$ cat src/rtl/ram_access_sequencer_pkg.sv
// Shared definitions for the RAM access sequencer: access codes,
// sequencer state encoding and small code-classification helpers.
package ram_access_sequencer_pkg;

  typedef enum logic [3:0] {
    ACC_NONE           = 4'd0,
    ACC_RD_RAM_REG     = 4'd1,
    ACC_WR_RAM_REG     = 4'd2,
    ACC_RD_RAM_REG_IND = 4'd3,
    ACC_WR_RAM_REG_IND = 4'd4,
    ACC_RD_RAM_DIRECT  = 4'd5,
    ACC_RD_RAM_IM      = 4'd6,
    ACC_WR_RAM_DIRECT  = 4'd7
  } access_code_e;

  typedef enum logic [2:0] {
    S_IDLE     = 3'd0,
    S_PTR_RD   = 3'd1,
    S_PTR_WAIT = 3'd2,
    S_ACCESS   = 3'd3,
    S_RD_WAIT  = 3'd4,
    S_DONE     = 3'd5
  } seq_state_e;

  // Codes 8-15 are not defined.
  function automatic logic is_illegal(input logic [3:0] code);
    return code[3];
  endfunction

  function automatic logic is_indirect(input logic [3:0] code);
    return (code == ACC_RD_RAM_REG_IND) || (code == ACC_WR_RAM_REG_IND);
  endfunction

  // Codes that go through the ACCESS state and perform a RAM read there.
  function automatic logic is_ram_read(input logic [3:0] code);
    return (code == ACC_RD_RAM_REG) || (code == ACC_RD_RAM_REG_IND) ||
           (code == ACC_RD_RAM_DIRECT);
  endfunction

  // Codes that complete without touching RAM.
  function automatic logic is_no_ram(input logic [3:0] code);
    return is_illegal(code) || (code == ACC_NONE) || (code == ACC_RD_RAM_IM);
  endfunction

endpackage

$ cat src/rtl/ram_addr_gen.sv
// Combinational RAM address mux: Ri pointer address during the pointer
// fetch, otherwise register, indirect (latched pointer) or direct address.
module ram_addr_gen
  import ram_access_sequencer_pkg::*;
(
  input  logic [3:0] code,
  input  logic       ptr_phase,
  input  logic [7:0] operand,
  input  logic [2:0] reg_sel,
  input  logic [1:0] bank_sel,
  input  logic [7:0] ptr,
  output logic [7:0] addr
);

  // Select the address source for the current access.
  always_comb begin
    addr = 8'h00;
    if (ptr_phase) begin
      addr = {3'b000, bank_sel, 2'b00, reg_sel[0]};
    end else begin
      case (code)
        ACC_RD_RAM_REG, ACC_WR_RAM_REG:         addr = {3'b000, bank_sel, reg_sel};
        ACC_RD_RAM_REG_IND, ACC_WR_RAM_REG_IND: addr = ptr;
        ACC_RD_RAM_DIRECT, ACC_WR_RAM_DIRECT:   addr = operand;
        default:                                addr = 8'h00;
      endcase
    end
  end

endmodule

$ cat src/rtl/ram_access_sequencer.sv
// Sequences register, indirect, direct and immediate accesses to the
// internal RAM (synchronous-read) and delivers the operand to the datapath.
module ram_access_sequencer
  import ram_access_sequencer_pkg::*;
(
  input  logic       clock,
  input  logic       reset,
  input  logic       start,
  input  logic [3:0] access_code,
  input  logic [7:0] operand,
  input  logic [2:0] reg_sel,
  input  logic [1:0] bank_sel,
  input  logic [7:0] acc_in,
  input  logic [7:0] ram_rdata,
  output logic [7:0] ram_addr,
  output logic       ram_rd_en,
  output logic       ram_wr_en,
  output logic [7:0] ram_wdata,
  output logic [7:0] data_out,
  output logic       busy,
  output logic       done,
  output logic       err
);

  seq_state_e state, state_nxt;

  logic [3:0] code_q;
  logic [7:0] operand_q;
  logic [2:0] reg_q;
  logic [1:0] bank_q;
  logic [7:0] acc_q;
  logic [7:0] ptr_q;
  logic [7:0] dout_q;
  logic [7:0] addr_mux;
  logic       accept;

  assign accept = (state == S_IDLE) && start;

  // State register.
  always_ff @(posedge clock) begin
    if (!reset) state <= S_IDLE;
    else        state <= state_nxt;
  end

  // Capture the request once in IDLE; later input changes are ignored.
  always_ff @(posedge clock) begin
    if (!reset) begin
      code_q    <= ACC_NONE;
      operand_q <= 8'h00;
      reg_q     <= 3'd0;
      bank_q    <= 2'd0;
      acc_q     <= 8'h00;
    end else if (accept) begin
      code_q    <= access_code;
      operand_q <= operand;
      reg_q     <= reg_sel;
      bank_q    <= bank_sel;
      acc_q     <= acc_in;
    end
  end

  // Indirect pointer arrives one cycle after the PTR_RD strobe.
  always_ff @(posedge clock) begin
    if (!reset)                   ptr_q <= 8'h00;
    else if (state == S_PTR_WAIT) ptr_q <= ram_rdata;
  end

  // data_out changes only on a read or immediate completion.
  always_ff @(posedge clock) begin
    if (!reset)                                      dout_q <= 8'h00;
    else if (accept && (access_code == ACC_RD_RAM_IM)) dout_q <= operand;
    else if (state == S_RD_WAIT)                     dout_q <= ram_rdata;
  end

  // Next-state and strobe decode.
  always_comb begin
    state_nxt = state;
    ram_rd_en = 1'b0;
    ram_wr_en = 1'b0;
    done      = 1'b0;
    err       = 1'b0;
    case (state)
      S_IDLE: begin
        if (start) begin
          if (is_no_ram(access_code))        state_nxt = S_DONE;
          else if (is_indirect(access_code)) state_nxt = S_PTR_RD;
          else                               state_nxt = S_ACCESS;
        end
      end
      S_PTR_RD: begin
        ram_rd_en = 1'b1;
        state_nxt = S_PTR_WAIT;
      end
      S_PTR_WAIT: state_nxt = S_ACCESS;
      S_ACCESS: begin
        if (is_ram_read(code_q)) begin
          ram_rd_en = 1'b1;
          state_nxt = S_RD_WAIT;
        end else begin
          ram_wr_en = 1'b1;
          state_nxt = S_DONE;
        end
      end
      S_RD_WAIT: state_nxt = S_DONE;
      S_DONE: begin
        done      = 1'b1;
        err       = is_illegal(code_q);
        state_nxt = S_IDLE;
      end
      default: state_nxt = S_IDLE;
    endcase
  end

  ram_addr_gen u_addr_gen (
    .code      (code_q),
    .ptr_phase (state == S_PTR_RD),
    .operand   (operand_q),
    .reg_sel   (reg_q),
    .bank_sel  (bank_q),
    .ptr       (ptr_q),
    .addr      (addr_mux)
  );

  assign ram_addr  = (ram_rd_en || ram_wr_en) ? addr_mux : 8'h00;
  assign ram_wdata = acc_q;
  assign data_out  = dout_q;
  assign busy      = (state != S_IDLE);

endmodule

$ cat config.mk
export PLATFORM = sky130hd
export DESIGN_NAME = ram_access_sequencer
export DESIGN_NICKNAME = d
export VERILOG_FILES = /design/src/rtl/ram_access_sequencer_pkg.sv /design/src/rtl/ram_addr_gen.sv /design/src/rtl/ram_access_sequencer.sv
export SDC_FILE = /design/constraint.sdc
export NUM_CORES = 1
export LEC_CHECK = 0
export ABC_CLOCK_PERIOD_IN_PS = 2490
export BUFFER_PORTS_ARGS = -buffer_cell sky130_fd_sc_hd__buf_2
export CAP_MARGIN = 20
export CORE_MARGIN = 5
export CORE_UTILIZATION = 50
export CTS_CLUSTER_SIZE = 30
export DETAILED_ROUTE_END_ITERATION = 16
export PLACE_DENSITY = 0.88
export SYNTH_ARGS = -nofsm -noshare
export SYNTH_HDL_FRONTEND = slang
export SYNTH_SLANG_ARGS = --single-unit
$ cat constraint.sdc
create_clock -name clock -period 2.49 [get_ports clock]
set_clock_uncertainty 0.05 [all_clocks]
set_input_delay 0.498 -clock clock [delete_from_list [all_inputs] [get_ports clock]]
set_output_delay 0.498 -clock clock [all_outputs]
set_load 0.1 [all_outputs]
# Yosys cells after proc, flatten, opt, wreduce, memory -nomap -nowiden
# Index checks and enable logic that the tools add are counted.
[op_classes] n_eq_ne=15 reduce_logical=15 mux=16
[op_table] operator="8-bit two-way mux" count=4
[op_table] operator="8-bit one-hot mux with 3 select lines" count=1
[op_table] operator="4-bit by 3-bit == test with 1-bit output, second input constant" count=5
[op_table] operator="3-bit one-hot mux with 5 select lines" count=1
[op_table] operator="4-bit by 2-bit == test with 1-bit output, second input constant" count=3
[op_table] operator="3-bit by 2-bit == test with 1-bit output, second input constant" count=2
[op_table] operator="3-bit == test, second input constant" count=2
[op_table] operator="1-bit logical OR" count=6
[op_table] operator="1-bit two-way mux" count=6
[op_table] operator="3-bit two-way mux" count=2
[op_table] operator="2-bit OR reduction" count=3
[op_table] operator="4-bit by 1-bit == test with 1-bit output, second input constant" count=1
[op_table] operator="4-bit logical NOT" count=1
[op_table] operator="3-bit by 1-bit == test with 1-bit output, second input constant" count=1
[op_table] operator="3-bit logical NOT" count=1
[op_table] operator="3-bit nonzero test" count=1
[op_table] operator="1-bit logical AND" count=2
[op_table] operator="2-bit two-way mux" count=1
[op_table] operator="2-bit inequality test, second input constant" count=1
[op_table] operator="1-bit one-hot mux with 2 select lines" count=1
[op_table] operator="2-bit nonzero test" count=1
[totals] output_inout_bits=29 regBits=44

# Logic depth before layout (Yosys ltp)
# Gate-level depths: netlist of run 1.
[depth] ltp_word=7 depth_mapped=7

# By module
# A second synthesis of run 1 with hierarchy kept.
[unflattened] hier_cells=278 hier_area_um2=2142.1
[by_module_without_submodules] module="ram_access_sequencer" area_per_inst_um2=1824.2 instances=1 cells_each=235
[by_module_without_submodules] module="ram_addr_gen" area_per_inst_um2=317.8 instances=1 cells_each=43

# Worst setup path before layout of run 1
# No wires, ideal clock.
[synth_timing] path_type="reg-to-output" startpoint="reg code_q[0]" endpoint="out ram_addr[1]" path_stages_with_launch=6 setup_slack_ns=-0.759 t_required_ns=1.942 arrival_time_ns=2.701 path_cell_list="dfxtp_1 -> clkbuf_1 -> or3b_2 -> a21oi_1 -> a222oi_1 -> nor2_1"
[synth_via] elab_chain_cells=7 elab_cells_between_ends=19
[synth_lines] element="from (decl)" line="ram_access_sequencer.sv:27" text="logic [3:0] code_q;"
[synth_lines] element="from (signal assigned)" line="ram_access_sequencer.sv:54" text="code_q <= access_code;"
[synth_lines] element="4-bit by 1-bit == test with 1-bit output or 4-bit by 2-bit == test with 1-bit output (tied branches)" line="ram_access_sequencer_pkg.sv:36, ram_addr_gen.sv:21"
[synth_lines] element="1-bit logical OR (2 in a row)" line="ram_access_sequencer_pkg.sv:36" text="return (code == ACC_RD_RAM_REG) || (code == ACC_RD_RAM_REG_IND) ||"
[synth_lines] element="1-bit two-way mux" line="ram_access_sequencer.sv:96" text="if (is_ram_read(code_q)) begin"
[synth_lines] element="1-bit one-hot mux with 2 select lines or 1-bit two-way mux (tied branches)" line="ram_access_sequencer.sv:82" text="case (state)"
[synth_lines] element="1-bit logical OR" line="ram_access_sequencer.sv:124" text="assign ram_addr = (ram_rd_en || ram_wr_en) ? addr_mux : 8'h00;"
[synth_lines] element="8-bit two-way mux *" line="ram_access_sequencer.sv:124"
[synth_lines] element="to (decl)" line="ram_access_sequencer.sv:15" text="output logic [7:0] ram_addr,"
# Mark *: on every way between the ends. The rest lies on a longest branch, timed or not.

# Final worst setup path of run 1
[layout_timing] startpoint="reg code_q[2]" endpoint="out ram_addr[2]"
# The elaborated chain is that of the path after synthesis.

==> summary.json, run 1 <==
{
  "worst_setup_path": {
    "crit_arrival_ns": 1.96,
    "critPathLaunchType": "register",
    "type_of_the_worst_setup_path": "reg -> out",
    "timing.critical_path.required_ns": 1.94,
    "crit_fanout": 8,
    "critical_path.endpoint_type": "output pin"
  },
  "synth": {
    "synth_largest_type_area_fraction": 0.4417,
    "synth-seq-area-share": 0.4417,
    "fraction_of_the_mapped_netlist_area_in_simple_logic_gates": 0.2271,
    "dominant_combinational_cell_family_by_area_after_synthesis": "simple AND/OR/NAND/NOR gates",
    "main_area_contributors_after_synthesis": "dfxtp_1, nand2_1, a21oi_1, mux2i_1, nor2_1",
    "synth_nets": 277,
    "synth_top_area_cell": "dfxtp_1",
    "post_synth_inst_count": 241,
    "syn_area_cell_um2": 8.276,
    "netlist_area_um2": 1994,
    "yosys.area_share.adder": 0,
    "yosysWarnings": 0,
    "synth_xor_xnor_area_share": 0.01757,
    "share_of_cell_area_taken_by_muxes_after_synthesis": 0.07026,
    "synthDistinctLibCells": 37,
    "synth_compound_area_frac": 0.1945,
    "yosys_register_bits": 44
  },
  "clock_tree": {
    "cts_tree": "done",
    "post_cts_hold_buffer_count": 0,
    "tritoncts.num_buffers": 5,
    "clkSlewWorstSetupHoldPaths_ns": 0.08,
    "clock_sink_count": 44,
    "clk_root_buffer_cell": "clkbuf_8",
    "cts.path.max_buffers": 2,
    "cts.htree.levels": 2,
    "clock_insertion_delay_worst_skew_ns": 0.29
  },
  "finish": {
    "filler_free_cell_count_of_the_finished_design": 357,
    "area.growth.synth_to_final_pct": 35.51,
    "fillers": 291,
    "antenna_cells": 0,
    "drive_above_1_share": 0.3583,
    "finalInstanceArea_um2": 2703,
    "fin_nets": 342
  },
  "place": {
    "routabilityCongestion": 0.9000,
    "placedInstanceArea_um2": 2519,
    "dp.final_hpwl_mm": 3.753,
    "dpl.cell_count": 344,
    "io_buffers": 64,
    "pre_cts_slack_ns": 0.1468
  },
  "hold_path": {
    "hold_wc_path_type": "in -> reg"
  },
  "power": {
    "totalPowerFinal_mw": 2.020,
    "vdd_drop_max_mv": 0.4505,
    "power.density_nw_per_um2": 747.3,
    "static-leakage-power_nw": 1.116
  },
  "status": {
    "failed_checks": "setup timing",
    "run_status": "finished with violations"
  },
  "drt": {
    "avgRoutedWirePerCell_um": 15.08,
    "drc": 0,
    "drt_iter0_drc": 197,
    "route.final.wire_length_mm": 5.384,
    "firstDrtPassIters": 4,
    "number_of_nets_still_failing_antenna_checks_after_routing": 0,
    "routed_via_density": 5.580,
    "via_count": 1992
  },
  "floorplan": {
    "io_pins": 65,
    "fp.coreArea_um2": 3943,
    "initial_core_util": 0.5059,
    "core_rows": 23,
    "fp.dieW_um": 73.16,
    "height_of_the_die_um": 73.16,
    "die_footprint_um2": 5352
  },
  "timing": {
    "max_freq_mhz": 399.2,
    "worst-slew-pin-transition_ns": 0.6898,
    "postLayoutSetupSlackWorst_ns": -0.01482,
    "report.final.setup_viol": 1,
    "timing.final.crit_share": 1.006,
    "grt_setup_unrepaired": "yes",
    "finalMaxSlewViolations": 0,
    "finalWorstPathRequiredPeriod_ns": 2.505,
    "finalHoldViolCount": 0,
    "slew-limit-headroom": 0.5396
  },
  "flow_run": {
    "cap_violations": 0
  },
  "global_routing": {
    "wire_length_of_the_first_global_routing_pass_mm": 8.280,
    "antenna_found_initial": 0,
    "remaining_overflow_grt": 0,
    "grt_start_max_net_pins": 27,
    "grt_pass1_vias": 1806,
    "grt_use_total": 0.2006
  }
}
## cells in the mapped netlist, drive strengths merged
library cell / instances
o31a: 1
a2111oi: 2
or4b: 1
nor2: 18
buf: 4
nor3b: 1
a22oi: 5
a21oi: 37
nand2: 54
a21boi: 1
or3b: 1
mux2i: 14
and3: 4
nor4: 1
a221o: 3
or3: 2
nand2b: 1
inv: 3
a22o: 2
nand3b: 4
nor3: 2
clkbuf: 13
a222oi: 2
xnor2: 3
nor2b: 2
nand4b: 1
dfxtp: 44
and2: 4
o21ai: 7
a31oi: 1
a21o: 1
or4: 1
xor2: 1
## placed cells by master, fill, tap and decap left out, types with 3 or more instances in the layout
cell type,n
and2_1,3
nand3b_1,4
nor2_1,13
mux2i_1,14
a22oi_1,5
clkbuf_8,5
buf_2,56
a21oi_2,5
o21ai_0,5
a21oi_1,31
nor2_4,4
buf_4,8
and3_1,3
inv_1,3
dfxtp_1,38
nand2_1,54
xnor2_1,3
dfxtp_2,4
buf_12,9
a221o_2,3
## per-stage QoR
stage | utilization | hold slack (ns) | setup TNS [ns]
after global routing | 0.6855 | 0.3733 | -0.08447
after detailed placement | 0.6388 | 0.3929 | 0
final | 0.6855 | 0.3796 | -0.01482
after global placement | 0.6388 | 0.3885 | 0
after CTS | 0.6738 | 0.3750 | 0
after floorplan | - | 0.3860 | -0.2574
## critical path: stages, from the launching register on
cell	delay, ns
dfxtp_4	0.38
buf_6	0.12
nand3b_1	0.16
a21oi_4	0.11
a222oi_1	0.62
nor2_4	0.09
buf_12	0.19
## layer usage
layer,vias up,global-route usage,share of wire
li1,971,-,-
met1,927,0.2434,0.41
met2,86,0.3277,0.48
met3,8,0.06612,0.093
met4,0,0.07582,0.014
met5,-,0,0
## where the power goes
part / internal (mW) / leakage [nW] / switching, mW
clock network: 0.297 / 0.0541 / 0.247
logic: 0.180 / 0.699 / 0.461
registers: 0.774 / 0.362 / 0.0610
total: 1.25 / 1.12 / 0.769
## kinds of logic (layout without fill, tap and decap cells)
kind of cell	after synthesis	count (layout)
AO/OA/AOI/OAI	62	62
XOR/XNOR	4	4
buffers and inverters	20	86
flip-flops	44	44
multiplexers	14	14
AND/OR/NAND/NOR	97	97
## state kept, by name, indices dropped and copies added (netlist names)
| name | flops |
|---|---|
| data_out | 8 |
| operand_q | 8 |
| ptr_q | 8 |
| state | 3 |
| code_q | 4 |
| ram_wdata | 8 |
| reg_q | 3 |
| bank_q | 2 |
## worst paths after layout
kind / from / to / slack (ns) / cells past startpoint
max reg2reg: state[0] / data_out[7] / 0.43 / 5
max: code_q[2] / ram_addr[2] / -0.01 / 6
min: bank_sel[1] / bank_q[1] / 0.38 / 3
min reg2reg: ram_wdata[6] / ram_wdata[6] / 0.40 / 2
## cell type report
class / count / area [µm²] / area share
clock buffer: 5 / 68.82 / 0.02546
clock inverter: 3 / 42.54 / 0.01574
inverter: 3 / 11.26 / 0.004167
multi-input combinational: 177 / 1080 / 0.3995
sequential: 44 / 893.4 / 0.3306
tap: 50 / 62.56 / 0.02315
timing repair buffer: 75 / 544.3 / 0.2014
## repair_timing
action	in CTS	in global routing
cloned	0	0
buffers inserted	0	5
pin swaps	3	3
endpoints found under the setup margin	8	5
gates resized for setup	9	3
No activity file was read; power rests on OpenSTA's default activity.
==> run 2, diff against run 1 <==
- SETUP_SLACK_MARGIN: unset -> 0.4
==> run 2 against run 1 <==
Net effect: the run now ends clean; worst setup slack gained 0.11 ns; cell count shrank 0.56%; worst hold slack lost 0.0052 ns; critical endpoint is now ram_addr[4]; largest cell class unchanged.
==> summary.json, run 2 (synthesis gave the netlist of run 1 again) <==
{
  "status": {
    "run_status": "finished clean"
  },
  "timing": {
    "report.final.setup_viol": 0,
    "postLayoutSetupSlackWorst_ns": 0.09032,
    "finalHoldViolCount": 0,
    "timing.final.crit_share": 0.9637,
    "finalSetupTns_ns": 0,
    "finalMaxSlewViolations": 0,
    "max_freq_mhz": 416.7,
    "worst-slew-pin-transition_ns": 0.6231,
    "slew-limit-headroom": 0.5846,
    "finalWorstPathRequiredPeriod_ns": 2.400,
    "grt_setup_unrepaired": "yes"
  },
  "power": {
    "power.share.clock": 0.239,
    "vdd_drop_max_mv": 0.5485,
    "p_sw_frac": 0.3918,
    "seq_power_share": 0.429,
    "power_frac_comb": 0.332,
    "switching_power_uw": 765.5,
    "static-leakage-power_nw": 1.088,
    "intPower_mw": 1.188,
    "power.density_nw_per_um2": 713.9
  },
  "worst_setup_path": {
    "critical-path-slowest-cell": "or3b_4",
    "critical_path.n_buffers_inverters": 1,
    "type_of_the_worst_setup_path": "reg -> out",
    "timing.critical_path.required_ns": 1.94,
    "critPathLaunchType": "register",
    "worst_reg_to_reg_setup_slack_ns": 0.52,
    "crit_fanout": 8,
    "critical_path.endpoint_type": "output pin",
    "timing.reg2reg.worst_path_depth": 4,
    "kind_of_cell_with_the_highest_combined_delay_on_the_critical_path": "simple AND/OR/NAND/NOR gates",
    "cp_cell_sequence": "or3b_4 > a21oi_4 > and3_4 > a221o_4 > buf_12",
    "worstReg2RegEnd": "data_out[3]",
    "crit-reg2reg-launch": "state[0]",
    "critical_path.max_stage_delay_ns": 0.39,
    "crit_arrival_ns": 1.85
  },
  "floorplan": {
    "die_footprint_um2": 5352,
    "fp.dieW_um": 73.16,
    "initial_core_util": 0.5059,
    "height_of_the_die_um": 73.16,
    "core_rows": 23,
    "fp.coreArea_um2": 3943,
    "io_pins": 65
  },
  "finish": {
    "multi_input_gate_area_in_the_final_layout_um2": 1152,
    "regArea_um2": 897.1,
    "layout_commonest_cell": "nand2_1",
    "drive_above_1_share": 0.3836,
    "fillers": 297,
    "antenna_cells": 0,
    "fin_nets": 340,
    "area.growth.synth_to_final_pct": 37.20,
    "layout.cells.most_common_list": "nand2_1, buf_2, dfxtp_1, a21oi_1, mux2i_1"
  },
  "clock_tree": {
    "clk_root_buffer_cell": "clkbuf_8",
    "post_cts_hold_buffer_count": 0,
    "clock_sink_count": 44,
    "cts_tree": "done",
    "cts.htree.levels": 2,
    "clock_insertion_delay_worst_skew_ns": 0.30,
    "clkSlewWorstSetupHoldPaths_ns": 0.08,
    "tritoncts.num_buffers": 5,
    "cts.path.max_buffers": 2
  },
  "flow_run": {
    "cap_violations": 0
  },
  "hold_path": {
    "hold_start": "acc_in[7]",
    "hold_wc_path_type": "in -> reg",
    "hold-path-endpoint": "ram_wdata[7]",
    "worstHoldPathCells": 3
  },
  "drt": {
    "number_of_nets_still_failing_antenna_checks_after_routing": 0,
    "route.final.wire_length_mm": 5.240,
    "avgRoutedWirePerCell_um": 14.76,
    "drc": 0,
    "drt_iter0_drc": 197,
    "via_count": 1946,
    "routed_via_density": 5.482,
    "firstDrtPassIters": 4
  },
  "global_routing": {
    "grt_busiest_layer": "met2",
    "wire_length_of_the_first_global_routing_pass_mm": 8.307,
    "remaining_overflow_grt": 0,
    "grt_pass1_vias": 1815,
    "antenna_found_initial": 0,
    "gr_layer_usage_met3": 0.06612,
    "grt_use_total": 0.2005,
    "met2_demand_to_capacity_share_in_global_routing": 0.3287,
    "grt_start_max_net_pins": 26,
    "gr-usage-met1": 0.2432
  },
  "place": {
    "routabilityCongestion": 0.8678,
    "dp.final_hpwl_mm": 3.771,
    "pre_cts_slack_ns": 0.2517,
    "io_buffers": 64
  }
}
==> run 2: changes by cell type in the layout (fill, tap and decap cells not counted), moves of 2 or more <==
cell	change
a221o_2	-3
a221o_4	+3
and3_1	-3
and3_4	+3
buf_2	-3
buf_4	+2
==> run 2: metrics by stage <==
step	hold slack, ns	power [mW]	instance area (µm²)	util	instances
floorplan	0.3860	1.353	2123	-	241
global placement	0.3890	1.459	2550	0.6468	342
detailed placement	0.3937	1.472	2550	0.6468	342
CTS	0.3628	1.961	2725	0.6912	355
global route	0.3716	2.034	2736	0.6941	355
finish	0.3744	1.954	2736	0.6941	355
==> run 2: per-layer routing <==
layer / part of all wire / up-vias / wire, µm
met4: 0.012 / 0 / 65
met5: 0 / - / 0
li1: - / 962 / -
met2: 0.49 / 86 / 2559
met3: 0.092 / 4 / 482
met1: 0.41 / 894 / 2132
==> run 2: repair_timing <==
action                                  CTS  global route
buffers inserted                          5             0
cloned                                    0             0
endpoints found under the setup margin   11            11
pin swaps                                 7             4
gates resized for setup                  16             4
==> run 2: worst max path at each step <==
stage | cells after the start | end | startpoint | slack, ns
after floorplan | 5 | ram_addr[1] | code_q[1] | 0.26
after CTS | 5 | ram_addr[4] | code_q[1] | 0.07
after detailed placement | 5 | ram_addr[2] | code_q[2] | 0.25
after global placement | 5 | ram_addr[1] | code_q[2] | 0.31
after global routing | 5 | ram_addr[2] | code_q[2] | 0.05
final | 5 | ram_addr[4] | code_q[2] | 0.09
==> run 2: cell type report <==
| cell class | count | share of cell area |
|---|---|---|
| Clock buffer | 7 | 0.03155 |
| Clock inverter | 1 | 0.002743 |
| Inverter | 3 | 0.004115 |
| Multi-Input combinational cell | 177 | 0.4211 |
| Sequential cell | 44 | 0.3278 |
| Tap cell | 50 | 0.02286 |
| Timing Repair Buffer | 73 | 0.1898 |
==> run 2: worst register-to-register path, cell delays in order, from the launching register on <==
cell and delay, ns:
dfxtp_2 0.38, or4b_4 0.60, or4_4 0.55, o21ai_0 0.21
a21oi_1 0.06
==> run 2: power groups by stage <==
stage / registers (mW) / clock network, mW / logic (mW)
after floorplan: 0.987 / 0 / 0.367
after global placement: 0.848 / 0 / 0.610
after detailed placement: 0.852 / 0 / 0.620
after CTS: 0.837 / 0.482 / 0.643
after global routing: 0.848 / 0.494 / 0.692
final: 0.839 / 0.466 / 0.649
==> run 3, diff against run 2 <==
- CORE_UTILIZATION: 50 -> 35
- PLACE_DENSITY: 0.88 -> 0.68
==> run 3 against run 2 <==
Net effect: largest cell class unchanged; critical path type unchanged; combinational power fell by 0.9%; utilization shrank 20 points; non-clock buffer count stayed put; first-iteration DRC count decreased by 49%; highest routed layer unchanged; register-to-register slack about the same; sequential cell count unchanged.
==> summary.json, run 3 (synthesis gave the netlist of run 1 again) <==
{
  "drt": {
    "drt_iter0_drc": 100,
    "via_count": 1896,
    "top_layer_used": "met4",
    "firstDrtPassIters": 4,
    "number_of_nets_still_failing_antenna_checks_after_routing": 0,
    "wl_met2_mm": 2.527,
    "drc": 0,
    "routed_via_density": 5.043,
    "avgRoutedWirePerCell_um": 14.15,
    "wl_met1_mm": 2.370,
    "detailroute.wirelength.met3_um": 360,
    "route.final.wire_length_mm": 5.321
  },
  "worst_setup_path": {
    "critical_path.max_stage_delay_ns": 0.38,
    "critical_path.endpoint_type": "output pin",
    "setup_crit_start": "code_q[0]",
    "cp_cell_sequence": "nor2b_2 > and2_1 > and2_2 > a221o_4 > buf_12",
    "worst_reg_to_reg_setup_slack_ns": 0.52,
    "worstReg2RegEnd": "data_out[0]",
    "crit-reg2reg-launch": "state[0]",
    "timing.reg2reg.worst_path_depth": 4,
    "crit_fanout": 9,
    "type_of_the_worst_setup_path": "reg -> out",
    "crit_arrival_ns": 1.84,
    "critPathLaunchType": "register",
    "critical-path-slowest-cell": "dfxtp_4",
    "timing.critical_path.required_ns": 1.94
  },
  "finish": {
    "layout.cells.most_common_list": "nand2_1, buf_2, dfxtp_1, a21oi_1, mux2i_1",
    "fin_nets": 340,
    "area.growth.synth_to_final_pct": 37.08,
    "drive_above_1_share": 0.3783,
    "antenna_cells": 0,
    "fillers": 550,
    "finalInstanceArea_um2": 2734
  },
  "clock_tree": {
    "post_cts_hold_buffer_count": 0,
    "cts.htree.levels": 2,
    "cts_tree": "done",
    "clk_root_buffer_cell": "clkbuf_8",
    "clock_sink_count": 44,
    "clkSlewWorstSetupHoldPaths_ns": 0.08,
    "cts.path.max_buffers": 2,
    "clock_insertion_delay_worst_skew_ns": 0.29,
    "tritoncts.num_buffers": 5
  },
  "place": {
    "routabilityCongestion": 0.7820,
    "io_buffers": 64,
    "dp.final_hpwl_mm": 3.859,
    "placedInstanceArea_um2": 2587,
    "pre_cts_slack_ns": 0.2356
  },
  "status": {
    "run_status": "finished clean"
  },
  "timing": {
    "postLayoutSetupSlackWorst_ns": 0.1002,
    "max_freq_mhz": 418.4,
    "fin_worst_hold_slack_ns": 0.3875,
    "slew-limit-headroom": 0.4872,
    "finalSetupTns_ns": 0,
    "timing.final.crit_share": 0.9598,
    "finalWorstPathRequiredPeriod_ns": 2.390,
    "finalMaxSlewViolations": 0,
    "worst-slew-pin-transition_ns": 0.7683,
    "grt_setup_unrepaired": "yes",
    "report.final.setup_viol": 0,
    "finalHoldViolCount": 0
  },
  "floorplan": {
    "fp.coreArea_um2": 5507,
    "die_footprint_um2": 7308,
    "fp.dieW_um": 85.49,
    "core_rows": 27,
    "io_pins": 65,
    "initial_core_util": 0.3622,
    "height_of_the_die_um": 85.49
  },
  "hold_path": {
    "worstHoldPathCells": 3,
    "hold_wc_path_type": "in -> reg",
    "hold_start": "bank_sel[1]",
    "hold-path-endpoint": "bank_q[1]"
  },
  "global_routing": {
    "grt_start_max_net_pins": 27,
    "grt_pass1_vias": 1788,
    "wire_length_of_the_first_global_routing_pass_mm": 8.466,
    "antenna_found_initial": 0,
    "grt_use_total": 0.1454,
    "remaining_overflow_grt": 0
  },
  "power": {
    "static-leakage-power_nw": 1.087,
    "vdd_drop_max_mv": 0.3850,
    "totalPowerFinal_mw": 1.907,
    "power.density_nw_per_um2": 697.6
  },
  "flow_run": {
    "cap_violations": 0
  }
}
==> run 3: report_power, final <==
group	internal (mW)	switching, mW
Combinational	0.183	0.460
Clock	0.191	0.236
Sequential	0.775	0.0617
==> run 3: critical path, delay by kind of cell, from the launching register on <==
kind                   cells  cell delay, ns
buffers and inverters      1            0.17
AND/OR/NAND/NOR            3            0.62
AO/OA/AOI/OAI              1            0.37
flip-flops                 1            0.38
==> run 3: timing repair <==
action | CTS | global route
resized for setup | 12 | 6
setup endpoints to repair | 11 | 11
buffers inserted | 4 | 0
pin swaps | 5 | 2
==> run 3: metal layers <==
layer  up-vias  track usage
met5         -            0
met4         0      0.05180
met3         5      0.04272
met2        47       0.2387
met1       888       0.1805
li1        956            -
==> run 3: layout make-up <==
class	count	area (µm²)	share of cell area
repair buffers	73	516.7	0.1890
flip-flops and latches	44	899.6	0.3291
inverters	3	11.26	0.004119
clock inverters	1	5.005	0.001831
clock buffers	6	72.57	0.02654
multi-input cells	177	1139	0.4165
well taps	72	90.09	0.03295
==> run 3: worst max path at each step <==
stage | to | slack (ns)
CTS | ram_addr[0] | 0.08
floorplan | ram_addr[1] | 0.26
global placement | ram_addr[1] | 0.30
global route | ram_addr[1] | 0.05
finish | ram_addr[3] | 0.10
detailed placement | ram_addr[1] | 0.24
==> run 3: stage by stage <==
stage          instances    util
2_1_floorplan        241       -
3_3_place_gp         365  0.4699
3_5_place_dp         365  0.4699
4_1_cts              376  0.4940
5_1_grt              376  0.4965
6_report             376  0.4965
